$ cat src/rtl/hud_text_pkg.sv
// Shared definitions for the HUD text path.
//   - Geometry of a string_rom entry (entry count, characters per entry,
//     bits per character) and the blank/padding code.
//   - Character code table used by the renderer and the ROM contents.
//   - FSM state encoding for string_char_streamer.
package hud_text_pkg;

    localparam int STRING_NUM = 13;
    localparam int MAX_CHAR   = 11;
    localparam int CHAR_WIDTH = 5;
    localparam int SPACE_CODE = 31;

    // Character codes: letters are alphabetic order from 0.
    localparam logic [4:0] CH_A = 5'd0,  CH_B = 5'd1,  CH_C = 5'd2,  CH_D = 5'd3;
    localparam logic [4:0] CH_E = 5'd4,  CH_F = 5'd5,  CH_G = 5'd6,  CH_H = 5'd7;
    localparam logic [4:0] CH_I = 5'd8,  CH_J = 5'd9,  CH_K = 5'd10, CH_L = 5'd11;
    localparam logic [4:0] CH_M = 5'd12, CH_N = 5'd13, CH_O = 5'd14, CH_P = 5'd15;
    localparam logic [4:0] CH_Q = 5'd16, CH_R = 5'd17, CH_S = 5'd18, CH_T = 5'd19;
    localparam logic [4:0] CH_U = 5'd20, CH_V = 5'd21, CH_W = 5'd22, CH_X = 5'd23;
    localparam logic [4:0] CH_Y = 5'd24, CH_Z = 5'd25;
    localparam logic [4:0] CH_COLON = 5'd26, CH_DASH = 5'd27, CH_SPACE = 5'd31;

    typedef enum logic [1:0] {
        ST_IDLE = 2'd0,
        ST_LOAD = 2'd1,
        ST_SEND = 2'd2,
        ST_DONE = 2'd3
    } state_e;

endpackage

$ cat src/rtl/string_len_calc.sv
// Combinational last-non-space finder for one packed string entry.
//   rom_data : MAX_CHAR fields of CHAR_WIDTH bits, first character in the MSB field
//   len      : 1 + index of the last field that is not SPACE_CODE, 0 if all blank
module string_len_calc #(
    parameter int MAX_CHAR   = hud_text_pkg::MAX_CHAR,
    parameter int CHAR_WIDTH = hud_text_pkg::CHAR_WIDTH,
    parameter int SPACE_CODE = hud_text_pkg::SPACE_CODE
) (
    input  logic [CHAR_WIDTH*MAX_CHAR-1:0] rom_data,
    output logic [$clog2(MAX_CHAR+1)-1:0]  len
);

    localparam int LEN_W = $clog2(MAX_CHAR+1);
    localparam logic [CHAR_WIDTH-1:0] SPACE = CHAR_WIDTH'(SPACE_CODE);

    // Later columns overwrite earlier ones, so the surviving value belongs
    // to the right-most non-blank character.
    always_comb begin
        len = '0;
        for (int i = 0; i < MAX_CHAR; i++) begin
            if (rom_data[CHAR_WIDTH*(MAX_CHAR-i)-1 -: CHAR_WIDTH] != SPACE)
                len = LEN_W'(i + 1);
        end
    end

endmodule

$ cat src/rtl/string_char_streamer.sv
// Reads one packed string_rom entry and hands it to the glyph renderer one
// character per valid/ready handshake, optionally dropping trailing blanks.
//   clk, rst_n              : clock, asynchronous active-low reset
//   start, str_sel          : stream request pulse and entry index
//   abort                   : drop the current string, back to idle, no done
//   rom_addr / rom_data     : registered address out, combinational entry back
//   char_valid / char_ready : character handshake
//   char_code/col/last      : character, its column, final-character flag
//   busy, done              : activity level, one-cycle completion pulse
module string_char_streamer #(
    parameter int STRING_NUM    = hud_text_pkg::STRING_NUM,
    parameter int MAX_CHAR      = hud_text_pkg::MAX_CHAR,
    parameter int CHAR_WIDTH    = hud_text_pkg::CHAR_WIDTH,
    parameter int SPACE_CODE    = hud_text_pkg::SPACE_CODE,
    parameter int TRIM_TRAILING = 1
) (
    input  logic                             clk,
    input  logic                             rst_n,
    input  logic                             start,
    input  logic [$clog2(STRING_NUM+1)-1:0]  str_sel,
    input  logic                             abort,
    output logic [$clog2(STRING_NUM+1)-1:0]  rom_addr,
    input  logic [CHAR_WIDTH*MAX_CHAR-1:0]   rom_data,
    output logic                             char_valid,
    input  logic                             char_ready,
    output logic [CHAR_WIDTH-1:0]            char_code,
    output logic [$clog2(MAX_CHAR)-1:0]      char_col,
    output logic                             char_last,
    output logic                             busy,
    output logic                             done
);

    import hud_text_pkg::*;

    localparam int STR_W  = $clog2(STRING_NUM+1);
    localparam int COL_W  = $clog2(MAX_CHAR);
    localparam int LEN_W  = $clog2(MAX_CHAR+1);
    localparam int DATA_W = CHAR_WIDTH*MAX_CHAR;
    localparam logic [STR_W-1:0] SEL_LIMIT = STR_W'(STRING_NUM);

    state_e              state_q, state_d;
    logic [STR_W-1:0]    rom_addr_q, rom_addr_d;
    logic [DATA_W-1:0]   shreg_q, shreg_d;
    logic [COL_W-1:0]    cnt_q, cnt_d;
    logic [LEN_W-1:0]    len_q, len_d;
    logic [LEN_W-1:0]    scan_len, load_len;
    logic                handshake, at_last;

    string_len_calc #(
        .MAX_CHAR   (MAX_CHAR),
        .CHAR_WIDTH (CHAR_WIDTH),
        .SPACE_CODE (SPACE_CODE)
    ) u_len_calc (
        .rom_data (rom_data),
        .len      (scan_len)
    );

    assign load_len  = (TRIM_TRAILING != 0) ? scan_len : LEN_W'(MAX_CHAR);
    assign handshake = (state_q == ST_SEND) && char_ready;
    assign at_last   = (LEN_W'(cnt_q) + LEN_W'(1)) == len_q;

    // State register
    always_ff @(posedge clk or negedge rst_n) begin
        if (!rst_n) state_q <= ST_IDLE;
        else        state_q <= state_d;
    end

    // Next state; abort overrides everything outside idle, including a
    // handshake in the same cycle.
    always_comb begin
        state_d = state_q;
        if (abort && state_q != ST_IDLE) begin
            state_d = ST_IDLE;
        end else begin
            case (state_q)
                ST_IDLE: if (start && str_sel < SEL_LIMIT) state_d = ST_LOAD;
                ST_LOAD: state_d = (load_len == '0) ? ST_DONE : ST_SEND;
                ST_SEND: if (handshake && at_last) state_d = ST_DONE;
                ST_DONE: state_d = ST_IDLE;
                default: state_d = ST_IDLE;
            endcase
        end
    end

    // Datapath: address latch, entry capture, shift-out and column count
    always_comb begin
        rom_addr_d = rom_addr_q;
        shreg_d    = shreg_q;
        cnt_d      = cnt_q;
        len_d      = len_q;
        case (state_q)
            ST_IDLE: if (start && str_sel < SEL_LIMIT) rom_addr_d = str_sel;
            ST_LOAD: begin
                shreg_d = rom_data;
                cnt_d   = '0;
                len_d   = load_len;
            end
            ST_SEND: if (handshake && !abort) begin
                shreg_d = shreg_q << CHAR_WIDTH;
                cnt_d   = cnt_q + COL_W'(1);
            end
            default: ;
        endcase
    end

    always_ff @(posedge clk or negedge rst_n) begin
        if (!rst_n) begin
            rom_addr_q <= '0;
            shreg_q    <= '0;
            cnt_q      <= '0;
            len_q      <= '0;
        end else begin
            rom_addr_q <= rom_addr_d;
            shreg_q    <= shreg_d;
            cnt_q      <= cnt_d;
            len_q      <= len_d;
        end
    end

    // Outputs: all decoded from registered state, so they hold while stalled.
    always_comb begin
        char_valid = 1'b0;
        char_last  = 1'b0;
        busy       = 1'b0;
        done       = 1'b0;
        char_code  = shreg_q[DATA_W-1 -: CHAR_WIDTH];
        char_col   = cnt_q;
        rom_addr   = rom_addr_q;
        case (state_q)
            ST_LOAD: busy = 1'b1;
            ST_SEND: begin
                busy       = 1'b1;
                char_valid = 1'b1;
                char_last  = at_last;
            end
            ST_DONE: begin
                busy = 1'b1;
                done = 1'b1;
            end
            default: ;
        endcase
    end

endmodule

$ cat config.mk
export PLATFORM = sky130hd
export DESIGN_NAME = string_char_streamer
export DESIGN_NICKNAME = d
export VERILOG_FILES = /design/src/rtl/hud_text_pkg.sv /design/src/rtl/string_len_calc.sv /design/src/rtl/string_char_streamer.sv
export SDC_FILE = /design/constraint.sdc
export NUM_CORES = 1
export LEC_CHECK = 0
export ABC_AREA = 1
export CAP_MARGIN = 20
export CORE_AREA = 2 2 85 87
export DETAILED_ROUTE_END_ITERATION = 6
export DIE_AREA = 0 0 87 89
export PLACE_DENSITY = 0.94
export SETUP_SLACK_MARGIN = 0.15
export SYNTH_ARGS = -nofsm -noshare
export SYNTH_HDL_FRONTEND = slang
export SYNTH_SLANG_ARGS = --single-unit
export TNS_END_PERCENT = 20
$ cat constraint.sdc
create_clock -name clk -period 3.21 [get_ports clk]
set_input_delay 0.642 -clock clk [delete_from_list [all_inputs] [get_ports clk]]
set_output_delay 0.642 -clock clk [all_outputs]
set_load 0.005 [all_outputs]
# Word level (Yosys, flattened, before mapping)
# Cells that the tools add are included.
# totals
input_bits	64
regBits	69
# op_classes
eq_ne	18
n_reduce_logical	14
add_sub_neg	1
n_mux	24
n_lt_le_gt_ge	1
# op_table
operator	n
$pmux W55 S2	1
$mux W55	1
$ne A5 B5 Y1 const B	11
$mux W4	5
$mux W3	4
$mux W2	5
$pmux W2 S4	1
$pmux W4 S2	1
$mux W1	6
$reduce_and A2 Y1	3
$logic_and A1 B1 Y1	5
$add A4 B1 Y4 const B	1
$eq A2 B2 Y1 const B	2
$eq A4 B4 Y1	1
$logic_not A4 Y1	1
$lt A4 B4 Y1 const B	1
$reduce_bool A2 Y1	2
$ne A3 B1 Y1 const B	1
$ne A3 B3 Y1 const B	1
$reduce_or A3 Y1	1
$eq A2 B1 Y1 const B	1
$logic_not A2 Y1	1
$ne A2 B1 Y1 const B	1
$logic_not A1 Y1	1

# Logic depth before layout (Yosys ltp)
# Gate-level depths: netlist of the first run.
# depth
ltp_word	16
depth_mapped	16

# By module
# Synthesis of the first run repeated with hierarchy kept, for this count alone.
# hier_totals
hier_cells	460
hier_area_um2	3623.5
# by_module_without_submodules
mod	area_per_inst_um2	cells_per_inst	n_inst
string_char_streamer	3328.2	400	1
string_len_calc	295.3	60	1

# Worst setup path before layout of the first run
# No wires, ideal clock.
# synth_path
kind	reg2out
from	register state_q[0]
to	output port char_last
path_stages_with_launch	8
required_ns	2.568
slack_ns	1.162
arrival_ns	1.406
n_path_buf	3
path_cell_list	dfrtp_1 inv_1 ha_1 buf_4 inv_2 buf_4 clkbuf_1 nor2_1
# synth_between
elab_chain_len	2
# synth_rtl
element	line_no	rtl
start, declared	string_char_streamer.sv:41	state_e state_q, state_d;
start signal, assigned	string_char_streamer.sv:65	else state_q <= state_d;
$eq A2 B2 Y1	string_char_streamer.sv:129	case (state_q)
$mux W1	string_char_streamer.sv:129	
end, declared	string_char_streamer.sv:28	output logic char_last,
# No other way between the ends.

# Final worst setup path of the first run
# layout_path
from	register cnt_q[0] (netlist: char_col[0])
to	output port char_last
# layout_between
elab_chain_len	3
# layout_rtl
element	line_no	rtl
start, declared	string_char_streamer.sv:44	logic [COL_W-1:0] cnt_q, cnt_d;
start signal, assigned	string_char_streamer.sv:115	cnt_q <= cnt_d;
$add A4 B1 Y4	string_char_streamer.sv:60	assign at_last = (LEN_W'(cnt_q) + LEN_W'(1)) == len_q;
$eq A4 B4 Y1	string_char_streamer.sv:60	
$mux W1	string_char_streamer.sv:129	
# No other way between the ends.

==> results of run 1 <==
final cells by class:
class | instances | area share (%)
clock buffers | 9 | 2.75
inverters | 26 | 2.17
well taps | 80 | 2.23
repair buffers | 85 | 19.1
flip-flops and latches | 69 | 38.4
multi-input cells | 327 | 34.4
clock inverters | 7 | 0.946
routing by layer:
metal,vias up,share of wire (%)
li1,1595,-
met1,1517,43
met2,86,50
met3,13,4.8
met4,0,1.9
met5,-,0
state kept, by name, indices dropped and copies added, names as in the netlist:
signal / flops
char_col: 4
shreg_q: 55
len_q: 4
state_q: 2
rom_addr: 4
cells in the final DEF (no fill, tap or decap):
cell	n
inv_2	2
nand2_1	157
o211ai_1	1
nand3_1	13
o21ai_2	1
nand3b_1	1
nor2_2	1
buf_2	1
o22ai_1	1
buf_12	2
ha_1	4
o31ai_1	1
mux2_2	4
a31oi_1	51
buf_4	3
o21ai_0	10
clkinvlp_4	3
and3_1	1
dfrtp_1	69
nand3_2	1
a21oi_4	1
nor2_4	2
nor3_1	1
nand4_1	1
nand2_2	2
xor2_1	3
ha_2	1
clkbuf_8	9
a21oi_1	2
clkdlybuf4s50_1	79
xnor2_1	1
inv_1	24
clkinv_2	4
nor2_1	66
worst paths after layout:
check | slack [ns] | depth (start not counted) | startpoint | endpoint
setup / recovery | 0.40 | 7 | char_col[0] | char_last
hold / removal | 0.37 | 1 | rst_n | shreg_q[30]
setup reg to reg | 0.93 | 9 | state_q[0] | shreg_q[54]
hold reg to reg | 0.51 | 1 | rom_addr[1] | rom_addr[1]
max in group asynchronous | 2.17 | 2 | rst_n | shreg_q[5]
min in group clk | 0.51 | 1 | rom_addr[1] | rom_addr[1]
Yosys cell counts, types with 3 or more instances:
| cell | count |
|---|---|
| o21ai_0 | 10 |
| xor2_1 | 3 |
| dfrtp_1 | 69 |
| nand2_1 | 157 |
| buf_2 | 6 |
| clkbuf_1 | 10 |
| mux2_2 | 4 |
| nor2_1 | 66 |
| buf_4 | 11 |
| a31oi_1 | 51 |
| inv_1 | 24 |
| nand3_1 | 13 |
| ha_1 | 5 |
report_power, final:
group | switching [mW] | internal (mW)
Clock | 0.333 | 0.274
Sequential | 0.219 | 1.27
Combinational | 0.918 | 0.690
Total | 1.47 | 2.24
cell families (layout without fill, tap and decap cells):
logic type	count (synthesis)	after routing	share of synthesized area (%)
multiplexers	4	4	1.27
AO/OA/AOI/OAI	68	68	12.0
flip-flops	69	69	48.7
XOR/XNOR	4	4	0.989
AND/OR/NAND/NOR	246	246	27.6
buffers and inverters	55	127	7.63
adder cells (fa/ha/maj)	5	5	1.77
through the flow:
step	utilization, %	instance area (sq um)
detailed placement	64.5	4330
floorplan	-	3540
global placement	64.5	4330
global route	66.9	4500
finish	66.9	4500
CTS	66.9	4500
==> flow_results.org, run 1 <==
** STA
- The routed design could run at a clock period as short as 2.81 ns.
- Headroom to the max-slew limit :: 45.7%
- After layout, the worst path uses 87.5% of the clock period.
- Across all setup checks in the final design, the least slack found is 0.402 ns.
- Final Hold Viols :: 0
- Static timing analysis puts the maximum clock frequency at 0.356 GHz.
- Setup repair after global routing left no endpoint under its margin.
- For the final routed database, the setup TNS stands at 0 ns.
- Final Skew :: 0.0106 ns
- Across all hold checks on the routed design, the worst slack comes to 0.374 ns.
- Setup violations remaining at the end of the flow were counted as 0.
- Worst-margin pin slew :: 0.814 ns
- The number of max-slew violations in the final report came to 0.

** CTS
- For this design, the sink count on the clock tree is 69.
- Clk pin slew, worst setup/hold paths :: 0.08 ns
- Number of levels in the clock H-tree :: 3
- In this run, CTS created clock tree buffers numbering 9.
- Count of instances resized after the clock tree is built :: 0
- Buffer count from post-CTS setup fixing :: 0
- Maximum root-to-sink buffer count :: 2
- Clk_lat worst skew :: 0.35 ns
- CTS Hold Bufs :: 0
- In this run the clock root is driven by a clkbuf_8.
- CTS tree :: built

** Route
- Pre-Repair DR Iteration Count :: 5
- The first routing iteration left 147 violations.
- Detailed routing inserted a total of 3211 vias.
- Once detail routing completed, the nets flagged for antenna violations numbered 0.
- After detailed routing, the number of vias per cell comes to 5.33.
- Residual DRC :: 0
- Average wire length per cell after detail routing :: 13.2 microns
- The final layout contains routed wiring with a total length of 7960 microns.

** Logic synthesis
- In the post-synthesis netlist, the biggest area contributors are dfrtp_1 (49%), nand2_1 (17%), a31oi_1 (9.0%), nor2_1 (7.0%), inv_1 (2.5%).
- Proportion of register bits with asynchronous set or reset after synthesis :: 100%
- Yosys printed 0 warnings.
- The synthesized design contains 69 register bits.
- Number of flops mapped to enable cells by yosys :: 0
- Yosys cell types :: 30
- In this run the biggest area consumer among cell types represents 48.7% of the synthesized area.
- Gate count of the mapped netlist :: 451
- Top cell type by total area after synthesis :: dfrtp_1
- After synthesis, the mean cell area works out to 7.86 sq um.
- Share of synthesized area occupied by flip-flops and latches :: 48.7%
- Synthesis produced a netlist with a net count of 520.
- Combined area of all synthesized cells :: 0.00354 sq mm
- Among all flip-flop cells after synthesis, the most frequent one is dfrtp_1.

** GRT
- met2 is the most crowded layer.
- Global-route met1 utilization :: 26.2%
- GRT overflow :: 0
- Global routing used 39.6% of the available met2 tracks.
- All-Layer GR Usage :: 22.1%
- Maximum number of pins on one net before global-route repair :: 65
- Antenna violations before repair :: 0
- Via count of the first global-routing pass :: 3170
- Global-route wire length before repair :: 13500 microns
- Met3 track demand over resource in global routing :: 3.88%

** Final layout
- Antenna diode count :: 0
- Once layout is complete, the cells apart from fillers number 603.
- The post-route netlist has 7.07% of its cells at a drive strength greater than 1.
- The area growth from synthesis to layout is 26.9%.
- Net count, final :: 587
- Footprint of the multi-input gates :: 0.00155 sq mm
- Combined flip-flop and latch cell area :: 0.00173 sq mm
- # fillers :: 559

** Die
- The region available for standard cell placement spans 0.00672 sq mm.
- Core Rows :: 30
- Measured along the y axis, the die boundary spans 89 microns.
- The die covers 0.00774 sq mm.
- In this run the horizontal extent of the chip is 87 microns.
- Effective utilization at floorplan :: 52.7%
- IO Pins :: 81

** Min path
- Worst hold-check path type :: in2async

** Setup path
- Number of buffers and inverters on the critical path :: 1
- Arrival time reported for the critical path endpoint :: 2.17 ns
- Walking the worst path, the cells encountered are ha_1, xnor2_1, xor2_1, nor2_2, nand3_2, nor2_1, clkdlybuf4s50_1.
- Of all nets on the critical path, the largest fanout is 6.
- Kind of cell adding the most delay to the critical path :: buffers and inverters
- Critical path data required time :: 2.57 ns
- The critical path in this run is classified as reg2out.
- The worst setup path is launched from a flip-flop.
- For this run, the slowest stage of the critical path takes 0.50 ns.
- The worst setup path is captured at an output port.
- Crit-path slowest cell :: clkdlybuf4s50_1

** Placement
- The congestion estimate from routability-driven global placement came to 0.826.
- During placement, the flow inserted port buffers numbering 80.
- In this run, placement finished with an instance count of 587.
- HPWL after detailed placement :: 5770 microns
- Worst setup slack before clock tree synthesis :: 0.779 ns

** Power and ir drop
- For this design the static power due to leakage is 1.98 nW.
- IR analysis of the VDD net gives a maximum drop of 0.460 mV.
- Overall power of the completed layout :: 3.71 mW
- P per Cell Area :: 824 mW/mm^2

** Run
- Count of maximum capacitance violations :: 0

** Outcome
- Status :: completed
Power figures use the tool's default switching activity.
==> inputs of run 2 (changes only) <==
--- a/config.mk
+++ b/config.mk
@@ -7,10 +7,10 @@
 export LEC_CHECK = 0
 export ABC_AREA = 1
 export CAP_MARGIN = 20
-export CORE_AREA = 2 2 85 87
+export CORE_AREA = 2 2 76 96
 export DETAILED_ROUTE_END_ITERATION = 6
-export DIE_AREA = 0 0 87 89
-export PLACE_DENSITY = 0.94
+export DIE_AREA = 0 0 78 98
+export PLACE_DENSITY = 0.95
 export SETUP_SLACK_MARGIN = 0.15
 export SYNTH_ARGS = -nofsm -noshare
 export SYNTH_HDL_FRONTEND = slang
==> flow_results.org, run 2 (synthesis results as in run 1) <==
** Setup path
- Nature of the critical path endpoint :: output port
- Among cell families on the critical path, the largest total delay comes from buffers and inverters.
- Traced cell by cell, the critical path runs through ha_1, xnor2_1, xor2_1, nor2_2, nand3_2, nor2_1, clkdlybuf4s50_1.
- The critical path in this run is classified as reg2out.
- Critical path peak fanout :: 6 (unchanged)
- STA classifies the critical path startpoint as a flip-flop.
- Number of buffers and inverters on the critical path :: 1 (unchanged)
- Crit path largest cell delay :: 0.51 ns (about the same)
- Crit-path slowest cell :: clkdlybuf4s50_1
- The data arrival time of the critical path came to 2.21 ns (+0.04 ns).
- The required time at the worst-slack endpoint was 2.57 ns (about the same).

** GRT
- Maximum number of pins on one net before global-route repair :: 57 (-12%)
- All-Layer GR Usage :: 22.1% (about the same)
- Global-route wire length before repair :: 13500 microns (unchanged)
- The initial antenna violation count is 0 (unchanged).
- The via count of the first global-routing pass is 3091 (-2.5%).
- GRT overflow :: 0 (unchanged)

** CTS
- Buffer count from post-CTS setup fixing :: 0 (unchanged)
- CTS tree :: built
- Clk_lat worst skew :: 0.34 ns (about the same)
- Number of levels in the clock H-tree :: 3 (unchanged)
- The post-cts gate resize count came to 0 (unchanged).
- # clock sinks :: 69 (unchanged)
- The clock-pin slew reported for the worst setup and hold paths after clock tree synthesis came to 0.08 ns (about the same).
- The number of buffers inserted by hold repair at cts was 0 (unchanged).
- The TritonCTS buffer count is 9 (unchanged).
- The tree is rooted in a clkbuf_8.
- Maximum root-to-sink buffer count :: 2 (unchanged)

** STA
- RSZ-0062 raised after global routing :: false
- Max frequency :: 0.350 GHz (-1.7%)
- Final total negative setup slack :: 0 ns (unchanged)
- The share of the cycle needed by the critical path after routing came to 89.0% (+1.5 points).
- Final Skew :: 0.0100 ns (-0.000586 ns)
- The slack of the critical path was 0.353 ns (-0.0485 ns).
- Headroom to the max-slew limit :: 52.3% (+6.5 points)
- Worst-margin pin slew :: 0.716 ns (-0.0982 ns)
- The number of failing setup endpoints in the final timing report is 0 (unchanged).
- Clock period minus final worst setup slack :: 2.86 ns (+0.0485 ns)
- The number of hold violations in the final report was 0 (unchanged).
- Count of final max-slew check failures :: 0 (unchanged)

** Final layout
- Combined flip-flop and latch cell area :: 0.00173 sq mm (unchanged)
- The filler cell count in the final layout was 578 (+3.4%).
- The fraction of final layout cells sized beyond drive strength 1 is 7.06% (-0.014 points).
- Commonest non-fill, non-tap cells in the layout :: nand2_1 (157), clkdlybuf4s50_1 (79), dfrtp_1 (69)
- Footprint of the multi-input gates :: 0.00155 sq mm (unchanged)
- Leading cell type in the layout, fill and taps excluded :: nand2_1
- Most flops, register :: shreg_q
- Area Overhead vs Synth :: 28.2%
- The number of flip-flops under the largest register name was 55 (unchanged).
- Post-Route Utilization :: 66.7% (-0.22 points)
- The layout net count was 588 (+0.17%).
- Antenna diode count :: 0 (unchanged)

** Outcome
- Status :: completed

** Min path
- Worst hold-check path type :: in2async

** Die
- The height of the chip came to 98 microns (+10%).
- Die Wd :: 78 microns (-10%)
- The cell row count is 34 (+13%).
- The effective utilization at floorplan came to 52.1% (-0.68 points).
- Die Footprint :: 0.00764 sq mm (-1.3%)
- Core outline area :: 0.00681 sq mm (+1.3%)
- The boundary pin count came to 81 (unchanged).

** Power and ir drop
- The leakage power total was 2.00 nW (+1.3%).
- The power density of the placed cells was 848 mW/mm^2 (+2.8%).
- Overall power of the completed layout :: 3.85 mW (+3.8%)
- The maximum resistive drop on vdd was 0.439 mV (-4.6%).

** Run
- The max-capacitance violation count was 0 (unchanged).

** Route
- The average via count per standard cell is 5.22 (-1.9%).
- Detailed Route WL :: 8090 microns (+1.7%)
- Number of vias after detailed routing :: 3207 (-0.12%)
- The number of nets with antenna violations after detailed routing is 0 (unchanged).
- The first-pass iteration count of the detailed router was 4 (-1).
- The post-detailed-route DRC marker count came to 0 (unchanged).
- Iteration-0 DRC Markers :: 212 (+44%)
- The routed wirelength normalized by instance count came to 13.2 microns (about the same).

** Placement
- The number of I/O port buffers came to 80 (unchanged).
- The final HPWL from detailed placement was 5780 microns (+0.20%).
- The final weighted congestion in routability-driven placement came to 0.835 (+1.1%).
- The setup slack after placement is 0.712 ns (-0.0673 ns).
run 2: changes by cell type in the layout (fill, tap and decap cells not counted), sizes merged:
cell      before  now
clkinvlp       3    0
bufinv         0    2
buf            6    7
clkbuf         9   10
run 2: area by class of cell:
| class | count | share of cell area, % |
|---|---|---|
| inverters | 26 | 2.15 |
| well taps | 90 | 2.48 |
| clock buffers | 10 | 2.81 |
| flip-flops and latches | 69 | 38.0 |
| multi-input cells | 327 | 34.1 |
| clock inverters | 6 | 1.93 |
| repair buffers | 86 | 18.5 |
run 2: metal layers:
layer | vias up | track usage (%) | wire (microns)
met5 | - | 0 | 0
met4 | 0 | 9.58 | 121
met3 | 11 | 3.88 | 395
met2 | 107 | 39.6 | 4240
met1 | 1494 | 25.8 | 3340
li1 | 1595 | - | -
run 2: worst paths after layout:
kind / start / endpoint / slack, ns / cells after the start
worst min register to register: shreg_q[3] / shreg_q[3] / 0.50 / 2
worst min-delay path: rst_n / shreg_q[35] / 0.35 / 1
max in group asynchronous: rst_n / shreg_q[29] / 2.11 / 2
worst max register to register: state_q[0] / shreg_q[29] / 0.76 / 10
min in group clk: shreg_q[3] / shreg_q[3] / 0.50 / 2
worst max-delay path: char_col[0] / char_last / 0.35 / 7
run 2: where the power goes:
group / total [mW] / switching, mW / internal (mW)
combinational: 1.58 / 0.915 / 0.669
clock: 0.766 / 0.328 / 0.438
sequential: 1.50 / 0.224 / 1.28
run 2: per-stage QoR:
step	hold WS [ns]	cells	area, sq um
after floorplan	0.346	451	3540
after CTS	0.355	614	4540
after global routing	0.379	614	4540
final	0.347	614	4540
after detailed placement	0.482	598	4330
after global placement	0.468	598	4330
